[src/rtl/cmb_vec_drv.sv]
// Byte-stream driver for the cmb benchmark: collects two-byte vectors, drives them, samples the
// 4-bit response after SETTLE cycles and queues {seq, rsp} bytes. Optional macro: CMB_VEC_DRV_STATS_EN.
module cmb_vec_drv #(
  parameter int SETTLE = 2,
  parameter int DEPTH  = 4
) (
  input  logic        clk,
  input  logic        rst_n,
  input  logic        in_valid,
  output logic        in_ready,
  input  logic [7:0]  in_data,
  output logic [15:0] vec,
  input  logic [3:0]  rsp,
  output logic        out_valid,
  input  logic        out_ready,
  output logic [7:0]  out_data,
  output logic        busy
`ifdef CMB_VEC_DRV_STATS_EN
  ,
  output logic [7:0]  vec_count
`endif
);

  localparam int AW = $clog2(DEPTH);

  typedef enum logic [1:0] {GET_LO, GET_HI, SETTLE_ST, SAMPLE} state_t;

  state_t         state_reg, state_next;
  logic [7:0]     lo_reg;
  logic [15:0]    vec_reg;
  logic [3:0]     cnt_reg;
  logic [3:0]     seq_reg;
  logic [AW:0]    wr_ptr_reg, rd_ptr_reg;
  logic [AW:0]    used;
  logic [7:0]     mem [DEPTH];
  logic           full, empty, push, pop, in_xfer;

  assign used     = wr_ptr_reg - rd_ptr_reg;
  assign full     = (used == (AW+1)'(DEPTH));
  assign empty    = (wr_ptr_reg == rd_ptr_reg);
  assign in_xfer  = in_valid && in_ready;
  // Full is judged on the registered pointers, so a pop never frees a slot for the same cycle.
  assign push     = (state_reg == SAMPLE) && !full;
  assign pop      = !empty && out_ready;

  assign out_valid = !empty;
  assign out_data  = empty ? 8'h00 : mem[rd_ptr_reg[AW-1:0]];
  assign vec       = vec_reg;
  assign busy      = (state_reg != GET_LO);

  always_comb begin
    state_next = state_reg;
    in_ready   = 1'b0;
    case (state_reg)
      GET_LO: begin
        in_ready = 1'b1;
        if (in_valid) state_next = GET_HI;
      end
      GET_HI: begin
        in_ready = 1'b1;
        if (in_valid) state_next = (SETTLE == 0) ? SAMPLE : SETTLE_ST;
      end
      SETTLE_ST: begin
        if (cnt_reg == 4'd1) state_next = SAMPLE;
      end
      SAMPLE: begin
        if (!full) state_next = GET_LO;
      end
      default: state_next = GET_LO;
    endcase
  end

  always_ff @(posedge clk or negedge rst_n) begin
    if (!rst_n) begin
      state_reg  <= GET_LO;
      lo_reg     <= 8'h00;
      vec_reg    <= 16'h0000;
      cnt_reg    <= 4'd0;
      seq_reg    <= 4'd0;
      wr_ptr_reg <= '0;
      rd_ptr_reg <= '0;
    end else begin
      state_reg <= state_next;
      if (state_reg == GET_LO && in_xfer) lo_reg <= in_data;
      if (state_reg == GET_HI && in_xfer) begin
        vec_reg <= {in_data, lo_reg};
        cnt_reg <= 4'(SETTLE);
      end else if (state_reg == SETTLE_ST) begin
        cnt_reg <= cnt_reg - 4'd1;
      end
      if (push) begin
        wr_ptr_reg <= wr_ptr_reg + 1'b1;
        seq_reg    <= seq_reg + 4'd1;
      end
      if (pop) rd_ptr_reg <= rd_ptr_reg + 1'b1;
    end
  end

  // Storage needs no reset: stale entries are unreachable once the pointers clear.
  always_ff @(posedge clk) begin
    if (push) mem[wr_ptr_reg[AW-1:0]] <= {seq_reg, rsp};
  end

`ifdef CMB_VEC_DRV_STATS_EN
  logic [7:0] vec_count_reg;
  always_ff @(posedge clk or negedge rst_n) begin
    if (!rst_n)                            vec_count_reg <= 8'd0;
    else if (push && vec_count_reg != 8'hFF) vec_count_reg <= vec_count_reg + 8'd1;
  end
  assign vec_count = vec_count_reg;
`endif

endmodule
[config.mk]
export PLATFORM = sky130hd
export DESIGN_NAME = cmb_vec_drv
export DESIGN_NICKNAME = d
export VERILOG_FILES = /design/src/rtl/cmb_vec_drv.sv
export SDC_FILE = /design/constraint.sdc
export NUM_CORES = 1
export LEC_CHECK = 0
export ABC_AREA = 0
export ABC_CLOCK_PERIOD_IN_PS = 2710
export CAP_MARGIN = 20
export CORE_MARGIN = 2
export CORE_UTILIZATION = 51
export CTS_CLUSTER_DIAMETER = 40
export DETAILED_ROUTE_END_ITERATION = 7
export GPL_TIMING_DRIVEN = 0
export PLACE_DENSITY = 0.86
export SYNTH_ARGS = -nofsm -noshare
export SYNTH_HDL_FRONTEND = slang
export SYNTH_SLANG_ARGS = --single-unit
[constraint.sdc]
create_clock -name clk -period 2.71 [get_ports clk]
set_input_delay 0.813 -clock clk [delete_from_list [all_inputs] [get_ports clk]]
set_output_delay 0.813 -clock clk [all_outputs]
set_load 0.02 [all_outputs]
# --- Yosys cells after proc, flatten, opt, wreduce, memory -nomap -nowiden ---
# Memory sizes are Yosys's and may differ from the RTL's.
# Cells that the tools add are included.
totals:
  reg_bits: 40
  latch_bits: 0
  mem_bits_rw: 32
  rom_bits: 0
  input_bits: 16
  output_inout_bits: 27
  wordCells: 46
  n_memories: 1
classes:
  add_sub_neg: 5
  n_mul: 0
  n_div: 0
  n_lt_le_gt_ge: 0
  n_eq_ne: 10
  shift: 0
  mux: 11
  bitwise: 0
  reduce_logical: 12
mem_list:
  columns: ["memory", "words", "width", "rd", "rd_ports_with_merged_regs", "write_ports", "line", "source"]
  rows:
  - ["mem", 4, 8, 1, 0, 1, "35", "logic [7:0] mem [DEPTH];"]
ops:
  columns: ["operator", "n"]
  rows:
  - ["2-bit 2-to-1 mux", 4]
  - ["4-bit 2-to-1 mux", 2]
  - ["8-bit 2-to-1 mux", 1]
  - ["2-bit != test (second input constant)", 4]
  - ["2-bit one-hot mux with 4 select lines", 1]
  - ["3-bit by 1-bit adder with 3-bit output (second input constant)", 2]
  - ["1-bit logical AND", 5]
  - ["4-bit by 1-bit adder with 4-bit output (second input constant)", 1]
  - ["2-bit == test (second input constant)", 2]
  - ["4-bit by 1-bit == test with 1-bit output (second input constant)", 1]
  - ["4-bit AND reduction", 1]
  - ["2-bit nonzero test", 2]
  - ["4-bit by 1-bit subtractor with 4-bit output (second input constant)", 1]
  - ["3-bit == test", 1]
  - ["3-bit == test (second input constant)", 1]
  - ["1-bit 2-to-1 mux", 3]
  - ["3-bit subtractor", 1]
  - ["2-bit by 1-bit == test with 1-bit output (second input constant)", 1]
  - ["1-bit zero test", 2]
  - ["2-bit zero test", 1]
  - ["2-bit OR reduction", 1]

# --- Depth between registers and ports, before layout ---
depth:
  word_depth: 6
  mapped_depth: 9

# --- Worst setup path after synthesis ---
# OpenSTA, ideal clock, no wires.
synth_timing:
  path_kind: "register -> output"
  from: "register rd_ptr_reg[1]"
  to: "output out_data[0]"
  arrival_time_ps: 1981
  t_required_ps: 1897
  slack_ps: -84
  stages_incl_launch_ff: 9
  cell_sequence: "dfrtp_1 clkbuf_1 inv_1 ha_1 and2_1 clkbuf_1 nand2_1 clkbuf_1 and2_1"
synth_between:
  elab_chain_len: 2
  word_cells_on_any_way: 3
  classes_between: "eq/ne (1); mux (1); memory (1)"
synth_rtl:
  columns: ["element", "line", "source"]
  rows:
  - ["start, declared", "33", "logic [AW:0] wr_ptr_reg, rd_ptr_reg;"]
  - ["start signal, assigned", "95", "if (pop) rd_ptr_reg <= rd_ptr_reg + 1'b1;"]
  - ["memory 4 x 8 bit or 3-bit == test (tied branches)", null, null]
  - ["8-bit 2-to-1 mux *", "47", "assign out_data = empty ? 8'h00 : mem[rd_ptr_reg[AW-1:0]];"]
  - ["end, declared", "16", "output logic [7:0] out_data,"]
# Every way passes the cells marked *; elsewhere a longest branch is shown, timed or not.

# --- Worst setup path in the final report ---
layout_timing:
  from: "register rd_ptr_reg[1]"
  to: "output out_data[3]"
# Same word-level chain as after synthesis.

==> qor.txt <==
outcome: complete, no violations
post-DP HPWL: 3440 µm
crit path max fanout: 10
top-area cell type share of the netlist area: 32.8%
Core Util, Final: 64.0%
number of synthesized flops with an enable pin: 32
clk root buf: clkbuf_8
max FFs per register: 32
antenna violations before repair: 0
fmax: 380 MHz
max-slew violations: 0
CTS H-tree depth: 3
Die W: 81.3 µm
Syn Inst Count: 190
share of cells above drive strength 1: 30.2%
switching share of power: 36.1%
TritonCTS Buffers: 9
Post-Syn Area: 3050 µm²
Hold WC Path Type: flop to flop
first-pass GRT wire length: 8140 µm
Net Count, Synth: 221
clk_lat worst skew: 340 ps
largest cells by area after synthesis: dfrtp_1 33%, edfxtp_1 32%, mux2_2 10%
synthesized flop and latch total: 72
CP Launch Type: flop
Vias/cell: 5.17
n_diodes: 0
CTS tree: done
crit path kind: flop to output port
final setup TNS: 0 ps
WL/cell: 15.6 µm
crit-path cells: clkbuf_8 > inv_1 > ha_1 > and2_4 > nand2_2 > buf_8 > and2_1 > buf_4
largest net degree at the start of global routing: 41
Largest stage delay, worst path: 370 ps
Critical Path AT: 1820 ps
max-cap viol count: 0
Fin Clk Skew: 11.2 ps
Warnings, synthesis: 0
Rows: 28
P_leak: 1.53 nW
Yosys top cell by area: dfrtp_1
Crit path required time: 1900 ps
PortBufs: 41
sequential share of power: 38.0%
Final Wtd Congestion: 0.732
DRT Pass-1 Iters: 4
minimum clock period: 2630 ps
vias in the first global route: 1710
antenna-violating nets left: 0
peak supply drop: 0.000672 V
Psw: 1.75 mW
Yosys cell types: 26
RSZ-0062 raised after global routing: false
Initial Utilization: 52.1%
most common flop cell mapped by yosys: dfrtp_1
Place WS: -725 ps
GRT Total Usage: 17.1%
Worst Max-Slew Pin Slew: 1040 ps
via count: 1670
fin worst setup slack: 81.1 ps
clk buf depth: 2
asr flop ratio synth: 55.6%
top-count cell post-synth: dfrtp_1
clock share of power: 14.6%
P_int: 3.10 mW
clock slew at the register clock pins of the worst setup and hold paths: 70 ps
drt initial violations: 81
Clock Sinks: 72
grt ovf: 0
count of final setup violators: 0
Residual DRC: 0
combinational fraction of design power: 47.4%
# hold bufs at CTS: 0
final wirelength: 5040 µm
final hold violations: 0
Final nets: 274
Area Overhead vs Synth: 22.8%
PD cells: 1300 nW/µm²
Post-synth top cells: 40 x dfrtp_1, 32 x edfxtp_1, 28 x mux2_2, 15 x ha_1, 10 x inv_1
die height: 81.3 µm
Seq/Total Area, Yosys: 64.4%
Relative slew margins: 30.8%
final worst-path cycle share: 97.0%
CP max-delay cell: dfrtp_1
die area: 6610 µm²
Critical Path End Type: output port
Core ar.: 5850 µm²
IO Pins: 43
synthesized area per cell: 16.0 µm²
## worst max-delay path, delay by kind of cell (launching register included)
family / cells / cell delay [ps]
AND/OR/NAND/NOR: 3 / 390
buffers and inverters: 4 / 460
adder cells (fa/ha/maj): 1 / 260
flip-flops: 1 / 370
## cells in the final DEF (no fill, tap or decap), drive strengths merged
cell type / synthesis / layout
edfxtp: 32 / 32
xor2: 5 / 5
dlymetal6s2s: 0 / 1
mux2i: 1 / 1
nand4: 1 / 1
a21oi: 6 / 6
mux4: 8 / 8
inv: 10 / 11
nand2: 9 / 9
nand3: 1 / 1
o21ai: 1 / 1
nor2b: 1 / 1
nor3b: 1 / 1
buf: 2 / 14
mux2: 28 / 28
a31oi: 1 / 1
nor2: 2 / 2
o22ai: 1 / 1
clkbuf: 4 / 13
ha: 15 / 15
a21boi: 1 / 1
xnor2: 7 / 7
nor4: 1 / 1
clkdlybuf4s15: 0 / 1
and2: 12 / 12
dfrtp: 40 / 40
clkdlybuf4s50: 0 / 30
clkinv: 0 / 3
clkinvlp: 0 / 1
## area by class of cell
| cell class | instances | area (µm²) |
|---|---|---|
| buffer | 5 | 48.8 |
| tap | 75 | 93.8 |
| multi-input combinational | 102 | 1030 |
| clock buffer | 11 | 131 |
| sequential | 72 | 1960 |
| fill | 453 | 2110 |
| inverter | 10 | 37.5 |
| clock inverter | 5 | 33.8 |
| timing repair buffer | 43 | 404 |
## logic make-up after synthesis
group	Yosys count	share of synthesized area, %
flops	72	64.4
compound gates	10	1.93
simple gates	28	4.97
fa+ha+maj	15	6.16
xor+xnor	12	3.94
mux	37	16.6
buf+inv	16	2.05
## through the flow
step | power (mW) | std cells | hold WS [ps] | instance area, µm²
detailed placement | 4.14 | 306 | 493 | 3550
global placement | 4.04 | 306 | 482 | 3550
global route | 5.17 | 323 | 521 | 3740
floorplan | 3.27 | 190 | 475 | 3050
finish | 4.85 | 323 | 503 | 3740
CTS | 4.86 | 322 | 505 | 3720
## layer usage
layer	track usage, %	vias up	share of wire [%]
met3	5.56	11	6.1
met2	28.1	49	50
met4	8.64	0	1.5
met5	0	-	0
met1	20.0	829	42
li1	-	781	-
## power groups by stage
stage	Clock [mW]	Sequential [mW]	Combinational [mW]
floorplan	0	1.95	1.32
global placement	0	1.83	2.21
detailed placement	0	1.85	2.28
CTS	0.730	1.84	2.29
global route	0.774	1.90	2.50
finish	0.708	1.84	2.30
## repair_timing
action	4_1_cts	5_1_grt
setup buffers	1	1
pin swaps	0	0
gates resized for setup	51	6
setup endpoints to repair	17	10
## worst paths after layout
kind,cells after the start,slack (ps),to,start
worst max register to register,6,460,mem[3][0],rd_ptr_reg[1]
max in group asynchronous,1,1580,rd_ptr_reg[1],rst_n
worst max-delay path,8,80,out_data[3],rd_ptr_reg[1]
worst min-delay path,1,500,vec[2],lo_reg[2]
worst min register to register,1,500,vec[2],lo_reg[2]
min in group asynchronous,1,590,lo_reg[0],rst_n
Note: power is estimated with default switching activity, not from simulation.
